$ cat src/rtl/shake_pkg.sv
// Shared constants and state type for the SHAKE256 squeeze-side output reader.
package shake_pkg;

  localparam int RATE_BITS     = 1088;
  localparam int WORD_W        = 64;
  localparam int WORDS_PER_BLK = 17;
  localparam int CNT_W         = 12;
  localparam int IDX_W         = 5;
  localparam int MSB_W         = 11;

  typedef enum logic [1:0] {
    IDLE,
    WAIT_BLK,
    STREAM,
    FINISH
  } state_t;

  // Word 0 sits in the most significant 64 bits of the rate block.
  function automatic logic [MSB_W-1:0] word_msb(input logic [IDX_W-1:0] idx);
    return MSB_W'(RATE_BITS - 1 - WORD_W * int'(idx));
  endfunction

endpackage

$ cat src/rtl/shake_squeeze_reader.sv
// Streams 64-bit words out of successive SHAKE256 rate blocks, requesting a fresh
// permutation every 17 words. Define SHAKE_SQZ_ERR_EN to add a sticky protocol-error output.
module shake_squeeze_reader
  import shake_pkg::*;
(
  input  logic                 clock,
  input  logic                 reset,
  input  logic                 start,
  input  logic [CNT_W-1:0]     out_words,
  input  logic [RATE_BITS-1:0] hash_in,
  input  logic                 squeezed,
  output logic                 squeeze_req,
  output logic [WORD_W-1:0]    dout,
  output logic                 dout_valid,
  input  logic                 dout_ready,
  output logic                 dout_last,
  output logic                 busy,
  output logic                 done
`ifdef SHAKE_SQZ_ERR_EN
  ,
  output logic                 err
`endif
);

  state_t               state_q, state_d;
  logic [RATE_BITS-1:0] blk_q;
  logic [CNT_W-1:0]     remaining_q;
  logic [IDX_W-1:0]     idx_q;
  logic [IDX_W-1:0]     idx_sel;
  logic                 squeeze_req_q;
  logic                 done_q;

  logic start_ok;
  logic blk_take;
  logic xfer;
  logic last_xfer;
  logic wrap_xfer;

  assign start_ok  = (state_q == IDLE) && start;
  assign blk_take  = (state_q == WAIT_BLK) && squeezed;
  assign xfer      = (state_q == STREAM) && dout_ready;
  assign last_xfer = xfer && (remaining_q == CNT_W'(1));
  assign wrap_xfer = xfer && (remaining_q != CNT_W'(1))
                     && (idx_q == IDX_W'(WORDS_PER_BLK - 1));

  // NOTE: sequential state uses non-blocking assignments so every register
  // samples the pre-edge values regardless of statement order.
  always_ff @(posedge clock) begin
    if (!reset) state_q <= IDLE;
    else        state_q <= state_d;
  end

  // NOTE: every output of this block gets a default first, so no path leaves
  // a signal unassigned and no latch is inferred.
  always_comb begin
    state_d = state_q;
    unique case (state_q)
      IDLE:     if (start && (out_words != '0)) state_d = WAIT_BLK;
      WAIT_BLK: if (squeezed) state_d = STREAM;
      STREAM: begin
        if (last_xfer)      state_d = FINISH;
        else if (wrap_xfer) state_d = WAIT_BLK;
      end
      FINISH:   state_d = IDLE;
      default:  state_d = IDLE;
    endcase
  end

  // NOTE: the rate buffer is cleared on reset so no stale hash output can
  // leak onto dout after a reset.
  always_ff @(posedge clock) begin
    if (!reset) begin
      blk_q         <= '0;
      remaining_q   <= '0;
      idx_q         <= '0;
      squeeze_req_q <= 1'b0;
      done_q        <= 1'b0;
    end else begin
      if (start_ok) remaining_q <= out_words;
      if (blk_take) begin
        blk_q <= hash_in;
        idx_q <= '0;
      end
      if (xfer) begin
        remaining_q <= remaining_q - CNT_W'(1);
        idx_q       <= idx_q + IDX_W'(1);
      end
      squeeze_req_q <= wrap_xfer;
      done_q        <= (start_ok && (out_words == '0)) || last_xfer;
    end
  end

  // idx_q reaches 17 only while waiting for the next block; keep the select in range.
  assign idx_sel = (idx_q > IDX_W'(WORDS_PER_BLK - 1)) ? '0 : idx_q;

  always_comb begin
    dout_valid = (state_q == STREAM);
    dout       = dout_valid ? blk_q[word_msb(idx_sel) -: WORD_W] : '0;
    dout_last  = dout_valid && (remaining_q == CNT_W'(1));
    busy       = (state_q != IDLE);
  end

  assign squeeze_req = squeeze_req_q;
  assign done        = done_q;

`ifdef SHAKE_SQZ_ERR_EN
  always_ff @(posedge clock) begin
    if (!reset) begin
      err <= 1'b0;
    end else if ((squeezed && (state_q != WAIT_BLK)) || (start && (state_q != IDLE))) begin
      err <= 1'b1;
    end
  end
`endif

endmodule

$ cat config.mk
export PLATFORM = sky130hd
export DESIGN_NAME = shake_squeeze_reader
export DESIGN_NICKNAME = d
export VERILOG_FILES = /design/src/rtl/shake_pkg.sv /design/src/rtl/shake_squeeze_reader.sv
export SDC_FILE = /design/constraint.sdc
export NUM_CORES = 2
export LEC_CHECK = 0
export BUFFER_PORTS_ARGS = -buffer_cell sky130_fd_sc_hd__buf_2
export CAP_MARGIN = 10
export CORE_AREA = 2 2 459 461
export CTS_CLUSTER_DIAMETER = 30
export DETAILED_ROUTE_END_ITERATION = 10
export DIE_AREA = 0 0 461 463
export PLACE_DENSITY_LB_ADDON = 0.3
export RECOVER_POWER = 100
export SKIP_CTS_REPAIR_TIMING = 1
export SLEW_MARGIN = 30
export SYNTH_ARGS = -nofsm -noshare
export SYNTH_HDL_FRONTEND = slang
export SYNTH_SLANG_ARGS = --single-unit
$ cat constraint.sdc
create_clock -name clock -period 6.6 [get_ports clock]
set_clock_uncertainty 0.05 [all_clocks]
set_input_delay 1.98 -clock clock [delete_from_list [all_inputs] [get_ports clock]]
set_output_delay 1.98 -clock clock [all_outputs]
set_load 0.03 [all_outputs]
* Yosys cells after proc, flatten, opt, wreduce, memory -nomap -nowiden
Cells that the tools add are included. Widths: inputs -> output; s select.
Storage, ports and cells: latch bits 0, output and inout bits 69, memories 0, register bits after elaboration 1109, ROM bits 0, RAM bits 0
Operators by class: $mul 0, magnitude comparators 1, equal/unequal tests 9, mux-type cells 11, add/subtract/negate cells 3, div/mod/pow operators 0, bitwise gates (word level) 0, shift-type cells 1, reduce and logical (&&, ||, !) cells 17
Operators with widths (number):
- $shiftx 1151x12->64 | 1
- $mux 64 | 1
- $mux 12 | 2
- $mux 5 | 3
- $eq 12x1->1 const B | 1
- $logic_not 12->1 | 1
- $ne 12x1->1 const B | 1
- $reduce_bool 12->1 | 1
- $sub 12x1->12 const B | 1
- $sub 11x11->11 const A | 1
- $logic_and 1x1->1 | 9
- $mux 2 | 4
- $pmux 2 s4 | 1
- $reduce_bool 2->1 | 3
- $add 5x1->5 const B | 1
- $eq 5x5->1 const B | 1
- $gt 5x5->1 const B | 1
- $eq 2x2->1 const B | 2
- $ne 3x1->1 const B | 1
- $reduce_and 3->1 | 1
- $eq 2x1->1 const B | 1
- $logic_not 2->1 | 1
- $ne 2x1->1 const B | 1
- $ne 2x2->1 const B | 1
- $logic_or 1x1->1 | 1

* Depth between registers and ports, before layout
word-level depth 7, mapped depth 18

* Worst setup path before layout
OpenSTA, ideal clock, no wires.
kind reg2out, from register idx_q[0], to output port dout[56], slack 0.500 ns, cell stages (with the launch flop) 19, data required time 4.570 ns, arrival 4.070 ns, path through dfxtp_1 buf_2 inv_1 ha_1 nand4bb_1 buf_2 nand2_2 buf_4 buf_2 inv_1 ha_1 buf_2 clkbuf_1 buf_1 buf_1 nand4_1 a31oi_1 a211oi_1 o32ai_1
Between the ends: longest elaborated chain between the ends 5
RTL lines:
- start: declaration | line shake_squeeze_reader.sv:28 | logic [IDX_W-1:0] idx_q;
- start signal: assignment | line shake_squeeze_reader.sv:86 | idx_q <= idx_q + IDX_W'(1);
- $gt 5x5->1 | line shake_squeeze_reader.sv:94 | assign idx_sel = (idx_q > IDX_W'(WORDS_PER_BLK - 1)) ? '0 : idx_q;
- $mux 5 * | line shake_squeeze_reader.sv:94
- $sub 11x11->11 * | line shake_pkg.sv:20 | return MSB_W'(RATE_BITS - 1 - WORD_W * int'(idx));
- $shiftx 1151x12->64 * | line shake_squeeze_reader.sv:98 | dout = dout_valid ? blk_q[word_msb(idx_sel) -: WORD_W] : '0;
- $mux 64 * | line shake_squeeze_reader.sv:98
- end: declaration | line shake_squeeze_reader.sv:13 | output logic [WORD_W-1:0] dout,
Every way passes the cells marked *; elsewhere a longest branch is shown, timed or not.

* Worst setup path in the final report
from register idx_q[0], to output port dout[58]
The elaborated chain is that of the path after synthesis.

==> reports/qor.yml <==
flow_run:
  cap_viol_max_count: 8
min_path:
  holdPathEnd: "blk_q[494]"
  worstHoldPathType: "reg -> reg"
  min_path_cells: 2
  min_from: "blk_q[494]"
detailed_routing:
  drc_errors: 0
  drt_wl_total_mm: 248.2
  avgViaCountPerCell: 4.953
  drtIter0Drc: 4696
  post_drt_wl_per_cell_um: 23.91
  postRouteAntennaNets: 0
  dr_total_vias: 51430
  firstDrtPassIters: 6
sta:
  clock.fmax_ghz: 0.1534
  timing.hold.ws_ps: 398.8
  worstMarginPinSlew_ps: 2822
  fin_setup_tns_ps: 0
  finalCriticalPeriod_ps: 6519
  finalWorstSetupSlack_ps: 81.43
  slew_headroom_pct: -88.14
  maxSlewViolCount: 528
  finalCritPeriodShare_pct: 98.77
  hold_viol: 0
  setup_viol: 0
critical_path:
  critical_path.top_delay_family: "compound AO/OA/AOI/OAI gates"
  path_buf_inv: 4
  startpoint_type: "flop"
  r2r_start: "state_q[0]"
  regToRegEndpoint: "idx_q[2]"
  critical_path.cell_chain: "inv_1, ha_1, nor3b_4, o21ai_1, ha_4, xor2_4, buf_12, buf_4, a31oi_1, a211oi_1, o32ai_1, buf_2"
  worst_setup_path_end_kind: "primary output"
  crit_arrival_ps: 4490
  slowest_delay_ps: 630
  r2r_cells: 7
  criticalPathCategory: "reg -> out"
  cp.required_ps: 4570
  cpMaxStageDelayCell: "a211oi_1"
  r2r_slack_ps: 1990
  crit_fanout: 34
run_status:
  status: "finished, violations left"
  violations: "max-capacitance violations, max-slew violations"
clock_tree:
  cts_made_buffers: 314
  clock-sinks: 1109
  clockBufferDepth: 4
  cts_root_buffer: "clkbuf_16"
  htreeDepth: 5
  clkLatencyLatePin_ps: 900
  path_clk_slew_ps: 40
  cts_tree: "built"
power:
  p_per_area_nw_per_um2: 362.9
  ir_worst_vdd_uv: 273.6
  combPwrFrac_pct: 8.5
  seq_power_share_pct: 28.9
  power_switching_mw: 6.072
  clkPwrFrac_pct: 62.6
  internal-power_mw: 18.92
  p_leak_nw: 25.48
  p_sw_share_pct: 24.30
yosys:
  synthesis.nets: 7330
  syn_inst: 6220
  syn_area_per_cell_sq_um: 7.844
  syn_area_sq_um: 48790
  yosys_warnings: 0
  ys_ff_latch: 1109
  yosysSeqAreaShare_pct: 45.50
  synthFlopType: "dfxtp_1"
  synth-edff-count: 0
  synthDistinctLibCells: 50
  synthArstFlopShare_pct: 0
cells_and_area:
  area_delta_synth_final_pct: 41.13
  fillers: 22250
  nets: 8372
  layout_common_cells: "nand2_1 (2318), buf_2 (1163), dfxtp_1 (1107)"
  design_area_sq_um: 68860
  final_common_cell: "nand2_1"
  drive_gt1_share_pct: 26.44
grt:
  grt_pass1_wl_mm: 344.5
  grt_start_max_net_pins: 169
  grt_overflow: 0
  track_usage_pct: 22.06
  antenna_found_initial: 138
  grt_pass1_vias: 49570
placed_design:
  port_buffers: 1173
  gp_congestion: 0.9108
  pre_cts_slack_ps: 427.4
  dpl_cell_area_sq_um: 57650
  dp_hpwl_mm: 184.2
floorplanning:
  die_x_um: 461
  num_io_pins: 1174
  die_area_sq_um: 213400
  fp.dieH_um: 463
  start_util_pct: 23.40
  core_sq_um: 208500
  rows: 168
==> worst min-delay path, delay by kind of cell, from the launching register on <==
family           cells  cell delay, ps
AO/OA/AOI/OAI        1              50
flip-flops           1             300
AND/OR/NAND/NOR      1              50
==> worst max path at each step <==
stage | startpoint | endpoint | cells after the start
after floorplan | idx_q[0] | dout[56] | 18
after global placement | idx_q[0] | dout[52] | 11
after detailed placement | idx_q[0] | dout[52] | 11
after CTS | idx_q[0] | dout[52] | 11
after global routing | idx_q[0] | dout[47] | 13
final | idx_q[0] | dout[58] | 12
==> power by group through the flow <==
stage	Combinational [mW]	Sequential [mW]	Clock, mW
floorplan	1.08	7.24	0
global placement	2.08	7.32	0
detailed placement	2.10	7.33	0
CTS	2.11	7.21	15.8
global route	2.29	7.24	16.2
finish	2.13	7.21	15.6
==> cells in the mapped netlist, types with 2 or more instances <==
master	instances	area, sq um
o311a_1	2	20.02
a211o_1	101	884.6
or3_1	2	12.51
nor3b_1	4	30.03
a211oi_1	28	210.2
o21ai_0	12	60.06
inv_1	21	78.83
nor2_1	22	82.58
nand3b_1	3	22.52
buf_2	12	60.06
nand2b_1	132	825.8
mux4_2	128	2883
nand2_1	2318	8701
buf_1	19	71.32
dfxtp_1	1109	22200
buf_6	10	112.6
a21oi_1	1105	5530
and3_1	3	18.77
nor3_1	3	15.01
nand4b_1	130	1139
a32o_1	50	500.5
o32ai_1	14	122.6
mux2_2	2	22.52
o22ai_1	2	12.51
ha_1	5	62.56
nor4_1	7	43.79
or2_2	3	18.77
clkbuf_1	558	2095
a31oi_1	131	819.5
nand3_1	6	30.03
a221oi_1	4	35.03
nand4_1	128	800.8
nor2b_1	2	12.51
a22o_1	128	1121
==> logic make-up after synthesis <==
family	after synthesis	synth area share, %
buffers and inverters	622	4.978
DFF	1109	45.50
AOI/OAI and AO/OA	1585	19.23
muxes	130	5.955
xor gates and xnor gates	2	0.05130
and+or+nand+nor	2767	24.16
adders and majority gates	5	0.1282
==> area by class of cell <==
| cell class | instances | area, sq um | share of cell area [%] |
|---|---|---|---|
| Antenna cell | 83 | 207.7 | 0.3016 |
| Clock buffer | 420 | 9016 | 13.09 |
| Clock inverter | 129 | 1879 | 2.729 |
| Inverter | 22 | 86.33 | 0.1254 |
| Multi-Input combinational cell | 4489 | 24340 | 35.35 |
| Sequential cell | 1109 | 22210 | 32.25 |
| Tap cell | 2805 | 3510 | 5.097 |
| Timing Repair Buffer | 1326 | 7610 | 11.05 |
==> state kept, by name (all words and copies together) (netlist names) <==
signal / count
blk_q: 1088
done: 1
idx_q: 5
remaining_q: 12
squeeze_req: 1
state_q: 2
==> routing by layer <==
layer	global-route usage [%]	share of wire (%)	vias up
met5	0	0.15	-
met4	10.96	4.4	62
met3	6.569	9.7	479
met2	32.04	42	2470
met1	29.47	43	24770
li1	-	-	23650
==> through the flow <==
| stage | utilization (%) | power (mW) | instances |
|---|---|---|---|
| 2_1_floorplan | - | 8.322 | 6220 |
| 3_3_place_gp | 27.63 | 9.405 | 9741 |
| 3_5_place_dp | 27.65 | 9.429 | 9742 |
| 4_1_cts | 32.87 | 25.14 | 10290 |
| 5_1_grt | 33.00 | 25.74 | 10360 |
| 6_report | 33.02 | 24.99 | 10380 |
Note: power is estimated with default switching activity, not from simulation.
